`config.mk`:
```
export PLATFORM = sky130hd
export DESIGN_NAME = mem_dump
export DESIGN_NICKNAME = d
export VERILOG_FILES = /design/src/rtl/mem_dump_pkg.sv /design/src/rtl/hex_nibble_to_ascii.sv /design/src/rtl/mem_dump.sv
export SDC_FILE = /design/constraint.sdc
export NUM_CORES = 1
export LEC_CHECK = 0
export CORE_MARGIN = 4
export CORE_UTILIZATION = 43
export DETAILED_ROUTE_END_ITERATION = 12
export DONT_BUFFER_PORTS = 1
export PLACE_DENSITY_LB_ADDON = 0.3
export SETUP_SLACK_MARGIN = 0.15
export SLEW_MARGIN = 20
export SYNTH_ARGS = -nofsm -noshare
export SYNTH_HDL_FRONTEND = slang
export SYNTH_SLANG_ARGS = --single-unit
```
`constraint.sdc`:
```
create_clock -name clk -period 1.61 [get_ports clk]
set_input_delay 0.2415 -clock clk [delete_from_list [all_inputs] [get_ports clk]]
set_output_delay 0.2415 -clock clk [all_outputs]
set_load 0.02 [all_outputs]
```
`src/rtl/mem_dump_pkg.sv`:
```
// mem_dump_pkg: shared FSM state type and ASCII constants for the memory hex dumper.
package mem_dump_pkg;
  typedef enum logic [2:0] {IDLE, READ, WAIT, EMIT, NL, DONE} state_t;
  localparam logic [7:0] ASCII_NL   = 8'h0A;
  localparam logic [7:0] ASCII_0    = 8'h30;
  localparam logic [7:0] ASCII_A_LC = 8'h61;
endpackage

```
`src/rtl/hex_nibble_to_ascii.sv`:
```
// hex_nibble_to_ascii: maps one 4-bit value to its lowercase ASCII hex digit.
module hex_nibble_to_ascii
  import mem_dump_pkg::*;
(
  input  logic [3:0] i_nibble,
  output logic [7:0] o_ascii
);
  assign o_ascii = (i_nibble < 4'd10) ? ASCII_0 + {4'h0, i_nibble}
                                      : ASCII_A_LC + {4'h0, i_nibble} - 8'd10;
endmodule

```
`src/rtl/mem_dump.sv`:
```
// mem_dump: reads a word range from a 1-cycle synchronous memory and streams it as reloadable ASCII hex text, one word per line.
module mem_dump
  import mem_dump_pkg::*;
#(
  parameter int ADDR_W = 10,
  parameter int DATA_W = 32
) (
  input  logic              clk,
  input  logic              rst_n,
  input  logic              start,
  input  logic [ADDR_W-1:0] base_addr,
  input  logic [ADDR_W:0]   word_count,
  output logic              busy,
  output logic              done,
  output logic              mem_rd_en,
  output logic [ADDR_W-1:0] mem_addr,
  input  logic [DATA_W-1:0] mem_rdata,
  output logic              out_valid,
  output logic [7:0]        out_data,
  input  logic              out_ready
);
  localparam int NIB   = DATA_W / 4;
  localparam int NIB_W = (NIB > 1) ? $clog2(NIB) : 1;

  state_t              r_state, w_next;
  logic [ADDR_W-1:0]   r_addr;
  logic [ADDR_W:0]     r_remain;
  logic [DATA_W-1:0]   r_shift;
  logic [NIB_W-1:0]    r_nib;
  logic [7:0]          w_ascii;
  logic                w_hs;
  logic                w_last_nib;

  assign w_hs       = out_valid && out_ready;
  assign w_last_nib = r_nib == NIB_W'(NIB - 1);

  hex_nibble_to_ascii u_hex (
    .i_nibble (r_shift[DATA_W-1 -: 4]),
    .o_ascii  (w_ascii)
  );

  always_ff @(posedge clk or negedge rst_n)
    if (!rst_n) r_state <= IDLE;
    else        r_state <= w_next;

  always_comb begin
    w_next = r_state;
    case (r_state)
      IDLE:    if (start) w_next = (word_count == '0) ? DONE : READ;
      READ:    w_next = WAIT;
      WAIT:    w_next = EMIT;
      EMIT:    if (out_ready && w_last_nib) w_next = NL;
      NL:      if (out_ready) w_next = (r_remain == (ADDR_W+1)'(1)) ? DONE : READ;
      DONE:    w_next = IDLE;
      default: w_next = IDLE;
    endcase
  end

  always_comb begin
    busy      = r_state inside {READ, WAIT, EMIT, NL};
    done      = r_state == DONE;
    mem_rd_en = r_state == READ;
    mem_addr  = r_addr;
    out_valid = r_state inside {EMIT, NL};
    out_data  = (r_state == EMIT) ? w_ascii : (r_state == NL) ? ASCII_NL : 8'h00;
  end

  // Shifting left keeps the next digit to send in the top nibble.
  always_ff @(posedge clk or negedge rst_n)
    if (!rst_n) begin
      r_addr   <= '0;
      r_remain <= '0;
      r_shift  <= '0;
      r_nib    <= '0;
    end else begin
      if (r_state == IDLE && start) begin
        r_addr   <= base_addr;
        r_remain <= word_count;
      end
      if (r_state == WAIT) begin
        r_shift <= mem_rdata;
        r_nib   <= '0;
      end
      if (r_state == EMIT && w_hs) begin
        r_shift <= r_shift << 4;
        r_nib   <= r_nib + NIB_W'(1);
      end
      if (r_state == NL && w_hs) begin
        r_addr   <= r_addr + ADDR_W'(1);
        r_remain <= r_remain - (ADDR_W+1)'(1);
      end
    end
endmodule

```
==> flow_metrics.py <==
metrics = {
    "status": {
        "status": "complete, but fails checks",
        "violations": "hold timing, setup timing",
    },
    "placed_design": {
        "io_buffers": 0,
        "place_inst": 445,
        "hpwl_um": 5216,
        "pre_cts_ws_ps": -148.2,
        "place_congestion": 0.8509,
    },
    "clock_network": {
        "cts_tree": "built",
        "clock_latency_ps": 340,
        "root_buffer": "clkbuf_8",
        "cts.htree.levels": 3,
        "cts_buffer_depth": 2,
        "cts.sinks": 59,
        "hold_buffers": 3,
        "cts_inserted_buffers": 9,
        "clk_pin_slew_ps": 70,
    },
    "die": {
        "ioPinCount": 79,
        "core_sq_mm": 0.006869,
        "die_w_um": 92.45,
        "num_rows": 30,
        "die_area_sq_mm": 0.008547,
        "start_util_pct": 44.64,
        "die_y_um": 92.45,
    },
    "worst_setup_path": {
        "path_class": "reg2out",
        "end_kind": "output port",
        "crit_chain": "inv_2 -> ha_4 -> inv_2 -> or4_4 -> a21oi_4",
        "crit_path_max_fanout": 2,
        "reg2reg_slack_ps": -200,
        "crit_buf_inv": 2,
        "startpoint_type": "register",
        "worstPathRequired_ps": 1370,
        "slowest_stage": "or4_4",
        "critical-path-max-stage-delay_ps": 420,
        "crit_arrival_ps": 1620,
        "crit_family": "simple AND/OR/NAND/NOR gates",
        "crit_top_cell": "inv_2",
    },
    "finish": {
        "area_delta_synth_final_pct": 70.79,
        "layout.cells.non_filler": 515,
        "nets": 478,
        "num-fill-cells": 408,
        "utilization_pct": 76.25,
        "n_antenna_cell": 0,
        "drive_gt1_share_pct": 59.90,
    },
    "logic_synthesis": {
        "postSynthCellCount": 335,
        "ys_seq_elements": 59,
        "ys_seq_area_share_pct": 48.14,
        "synth_flop_cell": "dfrtp_1",
        "yosys_warnings": 0,
        "synth_top_family_by_area": "simple AND/OR/NAND/NOR gates",
        "syn_area_sq_mm": 0.003067,
        "synth-edff-count": 0,
        "synth.area.mux_share_pct": 0.3672,
        "syn_avg_cell_area_sq_um": 9.154,
        "synth_xor_area_share_pct": 0.5712,
        "synth_cell_types": 52,
        "synth_fa_ha_area_share_pct": 2.448,
        "synth-compound-area-share_pct": 20.16,
        "yosys.area_share.simple_pct": 23.91,
        "syn_nets": 398,
        "async_flop_share_pct": 100.0,
    },
    "timing": {
        "slew_viol_final": 0,
        "finalWorstPathRequiredPeriod_ps": 1862,
        "worst_slack_ps": -252.4,
        "fin_crit_sh_pct": 115.7,
        "fin_skew_ps": 11.07,
        "rsz0062_at_grt": "true",
        "setup_viol": 64,
        "max_freq_mhz": 536.9,
        "hold_ws_ps": -404.9,
        "hold_viol": 59,
    },
    "global_route": {
        "grt_max_degree": 60,
        "grt_antenna_before_repair": 0,
        "grt_first_pass_wirelength_um": 15350,
        "grt_use_total_pct": 23.06,
        "grt_pass1_vias": 2986,
        "grt_overflow": 0,
    },
    "pwr": {
        "cellLeakagePower_nw": 2.298,
        "power.total_mw": 11.33,
        "peakVddDrop_v": 0.0009374,
        "cellPowerDensity_mw_per_mm2": 2164,
    },
    "routing": {
        "drtPass1Iterations": 7,
        "ant_nets": 0,
        "vias": 3239,
        "drt-wirelength-per-cell_um": 22.80,
        "drt_iter0_drc": 190,
        "wl_um": 11740,
        "via_per_inst": 6.289,
        "drcViolationCount": 0,
    },
    "run": {
        "max_cap_violations": 0,
    },
    "hold_path": {
        "hp-class": "in2async",
    },
}
layer usage:
metal	wire, um	GRT usage [%]
met5	0	0
met3	762	5.361
met1	4594	29.14
met2	5780	37.89
met4	608	9.653
final timing paths:
kind | endpoint | from | cells past startpoint
hold reg to reg | r_shift[5]$_DFFE_PN0P_ | r_shift[1]$_DFFE_PN0P_ | 2
max in group asynchronous | r_remain[9]$_DFFE_PN0P_ | rst_n | 0
hold / removal | r_shift[16]$_DFFE_PN0P_ | rst_n | 0
min in group clk | r_shift[1]$_DFFE_PN0P_ | mem_rdata[1] | 2
setup reg to reg | r_shift[31]$_DFFE_PN0P_ | r_state[2]$_DFFE_PN0P_ | 9
setup / recovery | out_data[2] | r_shift[29]$_DFFE_PN0P_ | 5
cells in the final DEF, fill, tap and decap left out, types with 3 or more instances in the layout:
master,instances
buf_12,12
a21oi_1,4
and4_1,3
a22oi_2,24
clkbuf_8,11
nand2_2,30
nand2_4,21
a21oi_2,6
nand3_1,3
nor2_4,10
inv_2,3
buf_4,34
buf_8,3
nor3_2,5
nand2_1,35
ha_1,5
dfrtp_1,58
o21ai_0,3
buf_6,33
o211ai_1,3
buf_16,3
a311oi_1,7
nor4_1,3
a22oi_1,4
inv_1,4
dlygate4sd3_1,3
o21ai_2,4
nor2_1,10
clkbuf_16,4
Yosys cell counts (2+ instances only):
| library cell | instances | area [sq um] |
|---|---|---|
| nand2b_1 | 2 | 12.51 |
| a21o_1 | 2 | 15.01 |
| and2_1 | 3 | 18.77 |
| a311oi_1 | 7 | 61.31 |
| or3_1 | 2 | 12.51 |
| o21ai_0 | 11 | 55.05 |
| buf_2 | 9 | 45.04 |
| nand2_1 | 87 | 326.6 |
| ha_1 | 6 | 75.07 |
| a21oi_1 | 12 | 60.06 |
| or4_1 | 2 | 15.01 |
| nand3_1 | 3 | 15.01 |
| inv_1 | 8 | 30.03 |
| and3_1 | 2 | 12.51 |
| nor4b_4 | 2 | 47.55 |
| a22oi_1 | 28 | 210.2 |
| dfrtp_1 | 59 | 1476 |
| o311ai_0 | 5 | 43.79 |
| clkbuf_1 | 12 | 45.04 |
| and4_1 | 3 | 26.28 |
| a211oi_1 | 4 | 30.03 |
| o211ai_1 | 3 | 22.52 |
| a31oi_1 | 2 | 12.51 |
| nor4_1 | 5 | 31.28 |
| xnor2_1 | 2 | 17.52 |
| nor3_1 | 7 | 35.03 |
| nor2_1 | 22 | 82.58 |
where the power goes:
part	switching, mW	leakage (nW)	total, mW	internal, mW
Sequential	0.845	0.721	3.04	2.20
Combinational	3.34	1.46	6.74	3.41
Clock	0.602	0.115	1.55	0.947
Total	4.78	2.30	11.3	6.55
logic make-up (layout without fill, tap and decap cells):
kind of cell / Yosys count / after routing
adders and majority gates: 6 / 6
and+or+nand+nor: 149 / 149
xor gates and xnor gates: 2 / 2
buffers and inverters: 31 / 115
AOI/OAI and AO/OA: 86 / 86
other: 1 / 1
muxes: 1 / 1
DFF: 59 / 59
sequential cells by signal (all words and copies together) (netlist names):
name / count
r_shift: 32
r_state: 3
r_remain: 11
mem_addr: 10
r_nib: 3
through the flow:
step / TNS [ps] / instance area [sq um]
5_1_grt: -7885 / 5238
3_3_place_gp: -293.4 / 3515
3_5_place_dp: -839.6 / 3515
6_report: -5322 / 5238
4_1_cts: -1261 / 4578
2_1_floorplan: -246.5 / 3209
final cells by class:
| type | count | area (sq um) | area share [%] |
|---|---|---|---|
| Clock inverter | 4 | 73.82 | 1.409 |
| Multi-Input combinational cell | 245 | 2257 | 43.10 |
| Clock buffer | 11 | 151.4 | 2.891 |
| Inverter | 8 | 32.53 | 0.6211 |
| Tap cell | 96 | 120.1 | 2.293 |
| Timing Repair Buffer | 92 | 1125 | 21.48 |
| Sequential cell | 59 | 1478 | 28.21 |
what timing repair did:
action / 4_1_cts / 5_1_grt
endpoints found under the setup margin: 43 / 69
setup buffers: 23 / 17
pin swaps: 60 / 37
gates resized for setup: 136 / 102
hold endpoints to repair: 62 / 59
cloned: 7 / 5
No activity file was read; power rests on OpenSTA's default activity.
